File: config.mk
export PLATFORM = sky130hd
export DESIGN_NAME = countdown_timer_core
export DESIGN_NICKNAME = d
export VERILOG_FILES = /design/src/rtl/countdown_timer_core.sv
export SDC_FILE = /design/constraint.sdc
export NUM_CORES = 1
export LEC_CHECK = 0
export BUFFER_PORTS_ARGS = -buffer_cell sky130_fd_sc_hd__buf_2
export CELL_PAD_IN_SITES_DETAIL_PLACEMENT = 0
export CELL_PAD_IN_SITES_GLOBAL_PLACEMENT = 2
export CORE_UTILIZATION = 32
export CTS_CLUSTER_SIZE = 40
export DETAILED_ROUTE_END_ITERATION = 6
export GPL_TIMING_DRIVEN = 0
export PLACE_DENSITY = 0.86
export SLEW_MARGIN = 0
export SYNTH_ARGS = -nofsm -noshare
export SYNTH_HDL_FRONTEND = slang
export SYNTH_SLANG_ARGS = --single-unit
File: constraint.sdc
create_clock -name clk -period 3.8 [get_ports clk]
set_clock_uncertainty 0.1 [all_clocks]
set_input_delay 0 -clock clk [delete_from_list [all_inputs] [get_ports clk]]
set_output_delay 0 -clock clk [all_outputs]
set_load 0.005 [all_outputs]
File: src/rtl/countdown_timer_core.sv
// Countdown engine: loads edited BCD digits, counts down once per prescaler wrap,
// and raises done/alarm_blink for DONE_SECS seconds when the value reaches zero.
module countdown_timer_core #(
  parameter int TICK_DIV  = 100000000,
  parameter int DONE_SECS = 10
) (
  input  logic       clk,
  input  logic       rst,
  input  logic       set_mode,
  input  logic       start,
  input  logic       clear,
  input  logic [3:0] n_sec0,
  input  logic [3:0] n_sec1,
  input  logic [3:0] n_min0,
  input  logic [3:0] n_min1,
  input  logic [3:0] n_hrs0,
  input  logic [3:0] n_hrs1,
  output logic [3:0] t_sec0,
  output logic [3:0] t_sec1,
  output logic [3:0] t_min0,
  output logic [3:0] t_min1,
  output logic [3:0] t_hrs0,
  output logic [3:0] t_hrs1,
  output logic       running,
  output logic       paused,
  output logic       done,
  output logic       alarm_blink
);

  localparam int PW = (TICK_DIV > 1) ? $clog2(TICK_DIV) : 1;
  localparam int AW = (DONE_SECS > 1) ? $clog2(DONE_SECS + 1) : 1;
  localparam logic [PW-1:0] PS_LAST   = PW'(TICK_DIV - 1);
  localparam logic [PW-1:0] PS_HALF   = PW'(TICK_DIV / 2);
  localparam logic [AW-1:0] ACNT_LAST = AW'(DONE_SECS - 1);
  // Per-digit ceiling, index 0 = sec0 .. 5 = hrs1; also the borrow wrap value.
  localparam logic [5:0][3:0] DIG_MAX = {4'd2, 4'd9, 4'd5, 4'd9, 4'd5, 4'd9};

  typedef enum logic [1:0] {IDLE, RUN, PAUSE, DONE} state_t;

  state_t           state_q, state_d;
  logic [5:0][3:0]  t_q, t_d, n_vec, n_clamped, t_dec;
  logic [PW-1:0]    ps_q, ps_d;
  logic [AW-1:0]    acnt_q, acnt_d;
  logic             borrow, t_zero, dec_zero, tick;

  assign n_vec = {n_hrs1, n_hrs0, n_min1, n_min0, n_sec1, n_sec0};

  always_comb begin
    n_clamped = n_vec;
    for (int i = 0; i < 6; i++)
      if (n_vec[i] > DIG_MAX[i]) n_clamped[i] = DIG_MAX[i];
  end

  // hrs1 never wraps: a borrow only reaches it when the total is nonzero.
  always_comb begin
    t_dec  = t_q;
    borrow = 1'b1;
    for (int i = 0; i < 6; i++) begin
      if (borrow) begin
        if (t_q[i] == 4'd0 && i < 5) begin
          t_dec[i] = DIG_MAX[i];
        end else begin
          t_dec[i] = t_q[i] - 4'd1;
          borrow   = 1'b0;
        end
      end
    end
  end

  assign t_zero   = (t_q == '0);
  assign dec_zero = (t_dec == '0);
  assign tick     = (ps_q == PS_LAST);

  always_comb begin
    state_d = state_q;
    t_d     = t_q;
    ps_d    = ps_q;
    acnt_d  = acnt_q;
    if (clear) begin
      state_d = IDLE;
      t_d     = '0;
      ps_d    = '0;
      acnt_d  = '0;
    end else begin
      case (state_q)
        IDLE: begin
          if (start) begin
            if (!t_zero) begin
              state_d = RUN;
              ps_d    = '0;
            end
          end else if (set_mode) begin
            t_d = n_clamped;
          end
        end
        RUN: begin
          if (start) begin
            state_d = PAUSE;
          end else if (tick) begin
            ps_d = '0;
            if (dec_zero) begin
              state_d = DONE;
              t_d     = '0;
              acnt_d  = '0;
            end else begin
              t_d = t_dec;
            end
          end else begin
            ps_d = ps_q + 1'b1;
          end
        end
        PAUSE: begin
          if (start)         state_d = t_zero ? IDLE : RUN;
          else if (set_mode) t_d     = n_clamped;
        end
        DONE: begin
          if (start) begin
            state_d = IDLE;
            ps_d    = '0;
            acnt_d  = '0;
          end else if (tick) begin
            ps_d = '0;
            if (acnt_q == ACNT_LAST) begin
              state_d = IDLE;
              acnt_d  = '0;
            end else begin
              acnt_d = acnt_q + 1'b1;
            end
          end else begin
            ps_d = ps_q + 1'b1;
          end
        end
        default: state_d = IDLE;
      endcase
    end
  end

  always_ff @(posedge clk) begin
    if (rst) begin
      state_q <= IDLE;
      t_q     <= '0;
      ps_q    <= '0;
      acnt_q  <= '0;
    end else begin
      state_q <= state_d;
      t_q     <= t_d;
      ps_q    <= ps_d;
      acnt_q  <= acnt_d;
    end
  end

  assign {t_hrs1, t_hrs0, t_min1, t_min0, t_sec1, t_sec0} = t_q;
  assign running     = (state_q == RUN);
  assign paused      = (state_q == PAUSE);
  assign done        = (state_q == DONE);
  assign alarm_blink = done && (ps_q < PS_HALF);

endmodule

* Yosys cells after proc, flatten, opt, wreduce, memory -nomap -nowiden
Cells that the tools add are included.
Cells by class: add/sub/neg operators 8, magnitude comparators 7, equality and inequality tests 17, muxes and demuxes 55, reduce and logical (&&, ||, !) cells 18
Operators with widths (count):
- $mux 27 | 5
- $mux 24 | 5
- $mux 4 | 22
- $pmux 27 s3 | 1
- $logic_not 24->1 | 2
- $pmux 24 s2 | 1
- $add 27x1->27 const B | 1
- $eq 27x27->1 const B | 1
- $lt 27x26->1 const B | 1
- $sub 4x1->4 const B | 6
- $logic_not 4->1 | 5
- $mux 2 | 9
- $gt 4x4->1 const B | 3
- $ne 3x2->1 const B | 4
- $mux 1 | 10
- $ne 2x2->1 const B | 5
- $reduce_and 5->1 | 2
- $gt 4x3->1 const B | 2
- $pmux 2 s4 | 1
- $pmux 4 s2 | 1
- $reduce_and 7->1 | 1
- $ne 2x1->1 const B | 3
- $add 4x1->4 const B | 1
- $eq 2x2->1 const B | 2
- 9 further kinds | 11
Storage, ports and cells: logic and storage cells 114, register bits after elaboration 57, output and inout bits 28, input bits 29

* Depth between registers and ports, before layout
depth after elaboration 12, mapped depth 9, mapped depth without buffers 8

* Worst setup path before layout
No wires, ideal clock.
path kind reg-to-reg, from register t_q (netlist bit t_min0[0]), to register acnt_q[0], setup slack 1.137 ns, cell stages (with the launch flop) 7, path buffers 0, arrival 2.446 ns, clock period less this slack 2.663 ns, data required time 3.583 ns, path through dfxtp_1 > or4_4 > or4_4 > or3_4 > a211oi_1 > o21ai_0 > a32o_1
Between the ends: longest elaborated chain between the ends 9, elaborated cells between the ends (all ways) 14, classes of those cells 1 x add/sub; 1 x eq/ne; 9 x mux; 3 x reduce/logical
Ends and longest elaborated chain:
- from (decl) | line 41 | logic [5:0][3:0] t_q, t_d, n_vec, n_clamped, t_dec;
- from (signal assigned) | line 146 | t_q <= t_d;
- $logic_not 4->1 | line 60 | if (t_q[i] == 4'd0 && i < 5) begin
- $mux 1 | line 60
- $mux 1 (3 in a row) | line 59 | if (borrow) begin
- $mux 4 | line 59
- $logic_not 24->1 (*) | line 71 | assign dec_zero = (t_dec == '0);
- $ne 2x1->1 (no line) (*)
- $reduce_and 5->1 (no line) (*)
- to (signal assigned) | line 148 | acnt_q <= acnt_d;
- to (decl) | line 43 | logic [AW-1:0] acnt_q, acnt_d;
Every way passes the cells marked *; elsewhere a longest branch is shown, timed or not. A chain may end at the register's enable or synchronous reset.

* Worst setup path in the final report
from register t_q (netlist bit t_sec0[2]), to register ps_q[25]
Between the ends: longest elaborated chain between the ends 3
Ends and longest elaborated chain:
- $logic_not 24->1 | line 70 | assign t_zero = (t_q == '0);
- $ne 2x2->1 (no line)
- $reduce_and 4->1 (no line)
- to (signal assigned) | line 147 | ps_q <= ps_d;
- to (decl) | line 42 | logic [PW-1:0] ps_q, ps_d;
No other way between the ends.

==> out/metrics.csv <==
stage,metric,value,unit
critical_path,CP Capture Type,flop,
clocking,clk slew on worst S/H paths,0.07,ns
floorplan,# rows,37,
critical_path,"Cell Chain, Critical Path",nor4_1 -> nand4_1 -> o21ai_1 -> o2bb2ai_1 -> nand2_1 -> clkbuf_1 -> nor2_1,
synthesis,Yosys warning count,0,
critical_path,Setup crit start kind,flop,
global_routing,initial antenna violation count,0,
min_path,WHS Endpoint,t_min1[2]$_SDFFE_PP0P_,
timing,Max Clock Freq,300.5,MHz
synthesis,ys async rst share,0,%
run,number of max-cap violations,0,
drt,total wire length,11450,um
global_routing,GRT Total Usage,20.77,%
cells_and_area,# fillers,1115,
critical_path,worst path bufs/invs,1,
synthesis,synth unique cells,58,
critical_path,Crit-path slowest cell,nor4_1,
timing,Slew headroom,30.82,%
critical_path,top cell family by delay on the critical path,simple AND/OR/NAND/NOR gates,
critical_path,R2R depth,7,
timing,Final Critical Period,3.328,ns
floorplan,Die W,106.2,um
global_routing,vias in the first global route,3599,
timing,unrepaired setup endpoints after global routing,false,
cells_and_area,layout cell share with drive strength beyond 1,15.33,%
clocking,CTS tree,yes,
synthesis,Syn Inst Count,459,
floorplan,IO Count,57,
critical_path,Worst EP arrival,3.51,ns
critical_path,FF-to-FF setup slack,0.47,ns
drt,routed vias/inst,5.592,
placed_design,routability cong.,0.8259,
cells_and_area,Final Util,41.13,%
timing,Final period util,87.58,%
clocking,clk buf depth,2,
synthesis,register area share after synthesis,32.82,%
clocking,Clk Tree Root Cell,clkbuf_8,
power_and_ir_drop,Pwr Density,333.6,nW/um2
clocking,htree depth,3,
global_routing,largest net degree at the start of global routing,11,
synthesis,area share of the largest cell type after synthesis,32.82,%
synthesis,Syn Area/Cell,7.575,um2
clocking,post-CTS sizing,0,
clocking,Num CTS Buffers,9,
drt,DRC,0,
timing,final hold viol count,0,
critical_path,CP Data Required Time,3.98,ns
timing,Fin Setup TNS,0,ns
timing,worst slew pin tran,1.030,ns
min_path,worst hold path depth,5,
floorplan,die area,11290,um2
timing,Final Slew Violations,0,
placed_design,HPWL Detailed,8164,um
global_routing,GRT overflow,0,
cells_and_area,Nets,577,
critical_path,CP Class,reg -> reg,
drt,DR iter-0 viols,250,
min_path,worst hold-check path type,in -> reg,
min_path,worst hold start,n_min1[3],
drt,drt pass-1 iters,5,
critical_path,Max Fanout on Critical Path,10,
critical_path,reg-to-reg startpoint,t_sec0[2]$_SDFFE_PP0P_,
floorplan,Die Y,106.2,um
synthesis,number of synthesized register bits,57,
synthesis,syn nets,493,
synthesis,cell taking the most area after synthesis,dfxtp_1,
critical_path,Reg-to-Reg End,ps_q[25]$_SDFFE_PP0P_,
drt,via total after detailed routing,3825,
floorplan,Initial Util,33.38,%
synthesis,"top cells by area, synth","dfxtp_1 (33%), xnor2_1 (6.5%), nor2_1 (6.5%)",
timing,final setup vio count,0,
cells_and_area,antenna fix cells,0,
synthesis,ys flop type,dfxtp_1,
status,status,completed,
drt,Post-DRT Antenna Nets,0,
clocking,CTS sink count,57,
drt,DR WL/cell,16.73,um
floorplan,Core Area,10420,um2
synthesis,"EDFF count, synth",0,
clocking,clk_lat worst skew,0.35,ns
cells_and_area,synthesis-to-layout area growth,23.21,%
critical_path,CP max stage delay,0.83,ns
placed_design,Port Buffers,56,
synthesis,Post-Syn Area,3477,um2
global_routing,first-pass GRT wire length,18310,um
power_and_ir_drop,worst vdd ir,0.1328,mV
power_and_ir_drop,Pleak,1.523,nW
==> synthesized netlist by cell type, drive strengths merged, types with 8 or more instances <==
cell type	n
nand2	47
o21ai	21
or4	15
xnor2	26
nand3	22
nor2	60
a21oi	44
a31oi	8
nand4	12
clkbuf	19
nor3	10
inv	10
nor4	10
dfxtp	57
==> registers in the layout (all words and copies together), names as in the netlist, 4 cells and up <==
register / cells
t_min0: 4
ps_q: 27
t_hrs1: 4
t_sec1: 4
t_hrs0: 4
acnt_q: 4
t_sec0: 4
t_min1: 4
==> where the power goes <==
part	total, mW	internal [mW]	switching [mW]	leakage (nW)
clock network	0.570	0.300	0.271	0.0998
registers	0.618	0.605	0.0132	0.460
logic	0.240	0.0858	0.154	0.963
==> tightest hold or removal path, stage by stage <==
cell and delay, ns:
buf_2 0.09, nor2_1 0.05, nor2_1 0.08, a31oi_1 0.05
a31oi_1 0.14
==> metal layers <==
metal  global-route usage (%)  up-vias  share of wire [%]
met2                    33.12      128                 44
met3                    3.863       19                5.5
li1                         -     1879                  -
met4                    7.044        0                1.7
met5                        0        -                  0
met1                    27.97     1799                 49
==> cell families after synthesis <==
| logic type | count (synthesis) | synth area share, % |
|---|---|---|
| AOI/OAI and AO/OA | 129 | 24.36 |
| xor gates and xnor gates | 26 | 6.549 |
| adders and majority gates | 5 | 1.799 |
| buffers and inverters | 30 | 3.275 |
| DFF | 57 | 32.82 |
| muxes | 3 | 0.8637 |
| and+or+nand+nor | 209 | 30.33 |
==> placed cells by master, fill, tap and decap left out, types with 3 or more instances in the layout <==
cell           synthesis  layout
and3_1                 4       4
clkinv_2               0       4
o31a_1                 3       3
or2_2                  4       4
a211oi_1               6       6
or3_1                  5       5
mux2i_1                3       3
nor4_1                10      10
clkbuf_1              19      20
o211ai_1               3       3
a31oi_1                8       8
a22oi_1                7       7
clkbuf_8               0       9
nand2_1               47      47
o21a_1                 5       5
dfxtp_1               57      57
a2111oi_0              4       4
o21ai_0               20      20
nand3_1               22      22
and2_1                 4       4
ha_1                   5       5
xnor2_1               26      26
nand4_1               12      12
inv_1                 10      10
buf_2                  1      57
a32o_1                 3       3
or4_1                 12      12
nor2b_1                5       5
a21oi_1               44      44
nor3_1                10      10
nor2_1                60      60
dlygate4sd3_1          0      17
==> cell type report <==
type                            instances  area (um2)  share of cell area (%)
Inverter                               10       37.54                  0.8762
Buffer                                 20       76.32                   1.782
Multi-Input combinational cell        372        2222                   51.87
Sequential cell                        57        1141                   26.64
Timing Repair Buffer                   73       450.4                   10.51
Clock inverter                          6       58.81                   1.373
Tap cell                              136       170.2                   3.972
Clock buffer                           10       127.6                   2.979
==> metrics by stage <==
step	area (um2)	hold WS, ns	setup slack [ns]	cells	total power [mW]
global placement	3928	0.1959	0.4376	651	0.8557
finish	4284	0.006531	0.4718	684	1.429
detailed placement	3928	0.2003	0.4679	651	0.8548
floorplan	3477	0.07758	1.137	459	0.7718
CTS	4284	0.0003679	0.4506	684	1.438
global route	4284	0.02567	0.06995	684	1.493
==> worst max-delay path by stage <==
stage          cells past startpoint                    from  slack (ns)                     end
3_3_place_gp                       7  t_sec0[2]$_SDFFE_PP0P_        0.44   ps_q[12]$_SDFFE_PP0P_
5_1_grt                            7  t_sec1[0]$_SDFFE_PP0P_        0.07   ps_q[18]$_SDFFE_PP0P_
4_1_cts                            7  t_sec0[2]$_SDFFE_PP0P_        0.45   ps_q[25]$_SDFFE_PP0P_
2_1_floorplan                      6  t_min0[0]$_SDFFE_PP0P_        1.14  acnt_q[0]$_SDFFE_PP0P_
6_report                           7  t_sec0[2]$_SDFFE_PP0P_        0.47   ps_q[25]$_SDFFE_PP0P_
3_5_place_dp                       7  t_sec0[2]$_SDFFE_PP0P_        0.47   ps_q[25]$_SDFFE_PP0P_
==> repair_timing <==
| action | 4_1_cts | 5_1_grt |
|---|---|---|
| hold buffers | 17 | 0 |
| buffers inserted | 0 | 0 |
| setup endpoints to repair | 0 | 0 |
| endpoints found under the hold margin | 12 | 0 |
Note: power is estimated with default switching activity, not from simulation.
